**config.mk**
```make
export PLATFORM = sky130hd
export DESIGN_NAME = xor_accumulator_flat
export DESIGN_NICKNAME = d
export VERILOG_FILES = /design/src/rtl/xor_accumulator_if.sv /design/src/rtl/xor_accumulator.sv /design/src/flat_wrapper.sv
export SDC_FILE = /design/constraint.sdc
export NUM_CORES = 1
export LEC_CHECK = 0
export CAP_MARGIN = 20
export CORE_UTILIZATION = 47
export CTS_CLUSTER_DIAMETER = 150
export DETAILED_ROUTE_END_ITERATION = 6
export GPL_ROUTABILITY_DRIVEN = 0
export PLACE_DENSITY = 0.92
export SLEW_MARGIN = 5
export SYNTH_ARGS = -nofsm -noshare
export SYNTH_HDL_FRONTEND = slang
export SYNTH_SLANG_ARGS = --single-unit
export TNS_END_PERCENT = 5
```
**constraint.sdc**
```tcl
create_clock -name clk -period 2.96 [get_ports clk]
set_input_delay 0.74 -clock clk [delete_from_list [all_inputs] [get_ports clk]]
set_output_delay 0.74 -clock clk [all_outputs]
set_load 0.005 [all_outputs]
```
**src/rtl/xor_accumulator_if.sv**
```systemverilog
// Handshake bundle for xor_accumulator.
// slave = accumulator side, master = producer/consumer side.
interface xor_accumulator_if #(
  parameter int WIDTH = 8
) ();
  logic             start;
  logic             abort;
  logic             in_valid;
  logic [WIDTH-1:0] in_data;
  logic             in_ready;
  logic             out_valid;
  logic             out_ready;
  logic [WIDTH-1:0] out_data;
  logic             out_parity;
  logic             busy;

  modport slave (
    input  start, abort,
    input  in_valid, in_data,
    output in_ready,
    output out_valid, out_data, out_parity,
    input  out_ready,
    output busy
  );

  modport master (
    output start, abort,
    output in_valid, in_data,
    input  in_ready,
    input  out_valid, out_data, out_parity,
    output out_ready,
    input  busy
  );
endinterface

```
**src/rtl/xor_accumulator.sv**
```systemverilog
// Frame XOR accumulator: XORs FRAME_LEN words,
// then holds result and parity until taken.
module xor_accumulator #(
  parameter int WIDTH     = 8,
  parameter int FRAME_LEN = 4
) (
  input  logic               clk,
  input  logic               rst_n,
  xor_accumulator_if.slave   bus
);

  localparam int CW =
    (FRAME_LEN > 1) ? $clog2(FRAME_LEN) : 1;
  localparam logic [CW-1:0] LAST =
    CW'(FRAME_LEN - 1);

  typedef enum logic [1:0] {
    IDLE = 2'd0,
    ACC  = 2'd1,
    DONE = 2'd2
  } state_t;

  state_t           st;
  state_t           st_d;
  logic [WIDTH-1:0] acc;
  logic [WIDTH-1:0] acc_d;
  logic [CW-1:0]    cnt;
  logic [CW-1:0]    cnt_d;

  // State, accumulator and word counter registers
  always_ff @(posedge clk or negedge rst_n) begin
    if (!rst_n) begin
      st  <= IDLE;
      acc <= '0;
      cnt <= '0;
    end else begin
      st  <= st_d;
      acc <= acc_d;
      cnt <= cnt_d;
    end
  end

  // Next state; abort overrides every other input
  always_comb begin
    st_d  = st;
    acc_d = acc;
    cnt_d = cnt;
    unique case (st)
      IDLE: begin
        if (bus.start) begin
          st_d  = ACC;
          acc_d = '0;
          cnt_d = '0;
        end
      end
      ACC: begin
        if (bus.in_valid) begin
          acc_d = acc ^ bus.in_data;
          cnt_d = cnt + CW'(1);
          if (cnt == LAST) begin
            st_d = DONE;
          end
        end
      end
      DONE: begin
        if (bus.out_ready) begin
          if (bus.start) begin
            st_d  = ACC;
            acc_d = '0;
            cnt_d = '0;
          end else begin
            st_d = IDLE;
          end
        end
      end
      default: begin
        st_d  = IDLE;
        acc_d = '0;
        cnt_d = '0;
      end
    endcase
    if (bus.abort) begin
      st_d  = IDLE;
      acc_d = '0;
      cnt_d = '0;
    end
  end

  assign bus.in_ready   = (st == ACC);
  assign bus.out_valid  = (st == DONE);
  assign bus.busy       = (st != IDLE);
  assign bus.out_data   = acc;
  assign bus.out_parity = ^acc;

endmodule

```
**src/flat_wrapper.sv**
```systemverilog
// flat-port wrapper written by rule: the top's interface ports become plain ports
module xor_accumulator_flat 
#(
  parameter int WIDTH     = 8,
  parameter int FRAME_LEN = 4
)
  (clk, rst_n, bus_start, bus_abort, bus_in_valid, bus_in_data, bus_in_ready, bus_out_valid, bus_out_data, bus_out_parity, bus_out_ready, bus_busy);
  xor_accumulator_if #(.WIDTH(WIDTH)) bus_i ();
  input  logic clk;
  input  logic rst_n;
  input wire logic [$bits(bus_i.start)-1:0] bus_start;
  input wire logic [$bits(bus_i.abort)-1:0] bus_abort;
  input wire logic [$bits(bus_i.in_valid)-1:0] bus_in_valid;
  input wire logic [$bits(bus_i.in_data)-1:0] bus_in_data;
  output wire logic [$bits(bus_i.in_ready)-1:0] bus_in_ready;
  output wire logic [$bits(bus_i.out_valid)-1:0] bus_out_valid;
  output wire logic [$bits(bus_i.out_data)-1:0] bus_out_data;
  output wire logic [$bits(bus_i.out_parity)-1:0] bus_out_parity;
  input wire logic [$bits(bus_i.out_ready)-1:0] bus_out_ready;
  output wire logic [$bits(bus_i.busy)-1:0] bus_busy;
  assign bus_i.start = bus_start;
  assign bus_i.abort = bus_abort;
  assign bus_i.in_valid = bus_in_valid;
  assign bus_i.in_data = bus_in_data;
  assign bus_in_ready = bus_i.in_ready;
  assign bus_out_valid = bus_i.out_valid;
  assign bus_out_data = bus_i.out_data;
  assign bus_out_parity = bus_i.out_parity;
  assign bus_i.out_ready = bus_out_ready;
  assign bus_busy = bus_i.busy;
  xor_accumulator #(.WIDTH(WIDTH), .FRAME_LEN(FRAME_LEN)) u_core (.clk(clk), .rst_n(rst_n), .bus(bus_i));
endmodule
```
; ---- After elaboration in Yosys (flattened, before gate mapping)
; Cells that the tools add are included.
; W data, S select, Z words.
[word_totals]
reg_bits = 12
elab_cells = 34
[classes]
n_addsub = 1
n_mux = 17
n_reduce_logical = 5
eq_ne = 7
bitwise_logic = 1
[ops]
columns = operator, n
row1 = $mux W8, 4
row2 = $pmux W8 S3, 1
row3 = $mux W2, 9
row4 = $pmux W2 S3, 2
row5 = $reduce_xor A8 Y1, 1
row6 = $xor A8 B8 Y8, 1
row7 = $ne A3 B2 Y1 const B, 2
row8 = $ne A3 B3 Y1 const B, 2
row9 = $eq A2 B2 Y1 const B, 2
row10 = $reduce_and A4 Y1, 1
row11 = $add A2 B1 Y2 const B, 1
row12 = $eq A2 B1 Y1 const B, 1
row13 = $logic_not A2 Y1, 1
row14 = $reduce_and A2 Y1, 1
row15 = $reduce_bool A2 Y1, 1
row16 = $mux W1, 1

; ---- Depth between registers and ports, before layout
[depth]
depth_word = 5
depth_mapped = 5

; ---- Worst setup path before layout
; OpenSTA, ideal clock, no wires.
[synth_path]
kind = register to output
start = register u_core.acc[5], in the netlist u_core.bus.out_data[5]
end = output bus_out_parity
path_stages_with_launch = 4
path_slack_ns = 1.321
arrival_ns = 0.899
path_buffers = 0
t_required_ns = 2.220
cell_sequence = dfrtp_1 > xor2_1 > xnor2_1 > xnor2_1
[synth_between]
elab_chain_len = 1
[synth_rtl]
columns = element, line
row1 = from (decl), xor_accumulator.sv:25  ; logic [WIDTH-1:0] acc;
row2 = from (signal assigned), xor_accumulator.sv:34  ; acc <= '0;
row3 = from (signal assigned), xor_accumulator.sv:38  ; acc <= acc_d;
row4 = $reduce_xor A8 Y1, xor_accumulator.sv:93  ; assign bus.out_parity = ^acc;
row5 = to (decl), flat_wrapper.sv:18  ; output wire logic [$bits(bus_i.out_parity)-1:0] bus_out_parity;
; No other way between the ends.

; ---- Final worst setup path
[layout_path]
start = register u_core.acc[1], in the netlist u_core.bus.out_data[1]
end = output bus_out_parity
; The elaborated chain is that of the path after synthesis.

==> out/qor.txt <==
Residual DRC = 0
final hold violation count = 0
Setup CP Type = flip-flop to output pin
Post-Syn Nets = 101
die footprint = 1810 um^2
Avg Vias per Cell = 5.97
total track usage = 0.240
Post-Syn Instances = 86
period utilization = 0.848
Synth Register Bits = 12
CTS Root Cell = clkbuf_4
Setup TNS = 0 ns
top-area cell type share of the netlist area = 0.390
average instance area after synthesis = 8.96 um^2
Die X = 42.5 um
Max rail drop VDD = 0.205 mV
vias in the first global route = 726
top_reg_cell synth = dfrtp_1
Pre-Repair DR Iteration Count = 4
worst slew pin tran = 0.551 ns
YS warnings = 0
layout overhead on the synthesized area = 35.1%
Critical Path Sink Type = output pin
crit-path max FO = 5
Sw Share = 0.285
critical path required time = 2.22 ns
Flop pwr share = 0.476
Placeable Area = 1520 um^2
Max Transition Viols Final = 0
global route overflow = 0
Clock power frac = 0.275
unrepaired setup endpoints after global routing = no
clock slew seen by the registers of the worst setup and hold paths = 0.08 ns
Worst Clk Skew = 0.00594 ns
drt first-iter violations = 30
largest net degree at the start of global routing = 17
Netlist Area Pre-Place = 771 um^2
ANT cells = 0
# H-tree levels = 1
status = completed
setup ws final = 0.451 ns
Top Ports = 26
cts repair resizes = 0
Critical Path AT = 1.77 ns
top cells by area, synth = dfrtp_1, o211ai_1, a31oi_1
vias = 758
final net count = 128
Starting Density = 0.506
count leader, synth = dfrtp_1
Routed Antenna Nets = 0
postcts setup bufs = 0
MaxCap Viol Count = 0
final wirelength = 1.94 mm
later-pin clock latency in the skew report = 0.27 ns
Seq/Total Area, Yosys = 0.390
Comb pwr share = 0.250
first-pass GRT wire length = 3.35 mm
Synth cell types = 27
async set-reset flop share out of synthesis = 1.00
Final HPWL DP = 1.40 mm
fill cell count = 136
dpl ws = 0.704 ns
clk sinks = 12
layout cells sized above 1 = 0.0811
hold slack = 0.554 ns
CTS Buffer Depth = 2
CTS tree = done
Int Pwr = 0.270 mW
Hold Crit Class = flip-flop to flip-flop
Leak = 0.403 nW
Switch Pwr = 0.108 mW
Chip Height = 42.5 um
startpoint types = flip-flop
Post-synth EDFFs = 0
Avg WL per Cell = 15.3 um
post-synth top area cell = dfrtp_1
Commonest cells post-synth = dfrtp_1, a31oi_1, nand2_1
Port Buffers = 25
initial antenna violation count = 0
min cycle time layout = 2.51 ns
Power Density = 362 nW/um^2
max frequency = 0.399 GHz
hold buffers post-CTS = 0
Row Count = 14
Setup violations, final = 0
Finished Core Util = 0.683
Num CTS Buffers = 3
relative slew slack = 0.631
-- critical path, cell delays in order, from the launching register on --
cell and delay, ns:
dfrtp_1 0.44, xnor2_1 0.16, xnor2_1 0.23, xnor2_1 0.15
clkdlybuf4s50_1 0.51
-- flip-flops by register name, summed over array words and instances, names as in the netlist --
register and flops:
u_core.st 2, u_core.bus.out_data 8, u_core.cnt 2
-- area by class of cell --
class	count	area, um^2	area share
Multi-Input combinational cell	66	425	0.409
Sequential cell	12	300	0.288
Timing Repair Buffer	26	258	0.248
Clock buffer	3	22.5	0.0216
Tap cell	16	20.0	0.0192
Inverter	4	15.0	0.0144
-- per-stage QoR --
step	area, um^2	instances	power [mW]
6_report	1040	127	0.377
4_1_cts	1040	127	0.379
3_5_place_dp	1020	124	0.277
3_3_place_gp	1020	124	0.272
2_1_floorplan	771	86	0.225
5_1_grt	1040	127	0.397
-- power by group through the flow --
stage | logic (mW) | registers [mW] | clock network (mW)
final | 0.0941 | 0.179 | 0.104
after global routing | 0.103 | 0.181 | 0.113
after CTS | 0.0948 | 0.179 | 0.105
after detailed placement | 0.0944 | 0.183 | 0
after global placement | 0.0906 | 0.182 | 0
after floorplan | 0.0445 | 0.181 | 0
-- kinds of logic (layout without fill, tap and decap cells) --
kind of cell / Yosys count / in the layout / share of synthesized area
xor gates and xnor gates: 7 / 7 / 0.0795
DFF: 12 / 12 / 0.390
adders and majority gates: 1 / 1 / 0.0162
AOI/OAI and AO/OA: 26 / 26 / 0.231
and+or+nand+nor: 32 / 32 / 0.226
buffers and inverters: 8 / 33 / 0.0584
-- metal layers --
layer,track usage,vias up,wire length (um)
met5,0,-,0
li1,-,369,-
met1,0.325,368,836
met3,0.0259,2,69
met2,0.391,19,1030
met4,0.0938,0,6
-- final timing paths --
path	cells past startpoint	slack (ns)	startpoint	to
min in group asynchronous	1	0.82	rst_n	u_core.bus.out_data[4]
max in group asynchronous	1	1.77	rst_n	u_core.bus.out_data[6]
setup reg to reg	4	1.51	u_core.st[1]	u_core.bus.out_data[5]
hold / removal	1	0.55	u_core.bus.out_data[7]	u_core.bus.out_data[7]
hold reg to reg	1	0.55	u_core.bus.out_data[7]	u_core.bus.out_data[7]
setup / recovery	4	0.45	u_core.bus.out_data[1]	bus_out_parity
-- cells in the final DEF (no fill, tap or decap), types with 2 or more instances in the layout --
| cell type | synthesis | routed |
|---|---|---|
| xnor2_1 | 6 | 6 |
| a311oi_1 | 2 | 2 |
| a21oi_1 | 3 | 3 |
| o211ai_1 | 8 | 8 |
| clkinv_1 | 2 | 2 |
| clkdlybuf4s50_1 | 0 | 25 |
| or3_1 | 6 | 6 |
| dfrtp_1 | 12 | 12 |
| nand2_1 | 9 | 9 |
| nor2b_1 | 3 | 3 |
| nor2_1 | 2 | 2 |
| nand3_1 | 7 | 7 |
| clkbuf_4 | 0 | 3 |
| o21ai_0 | 2 | 2 |
| a31oi_1 | 9 | 9 |
Note: power is estimated with default switching activity, not from simulation.
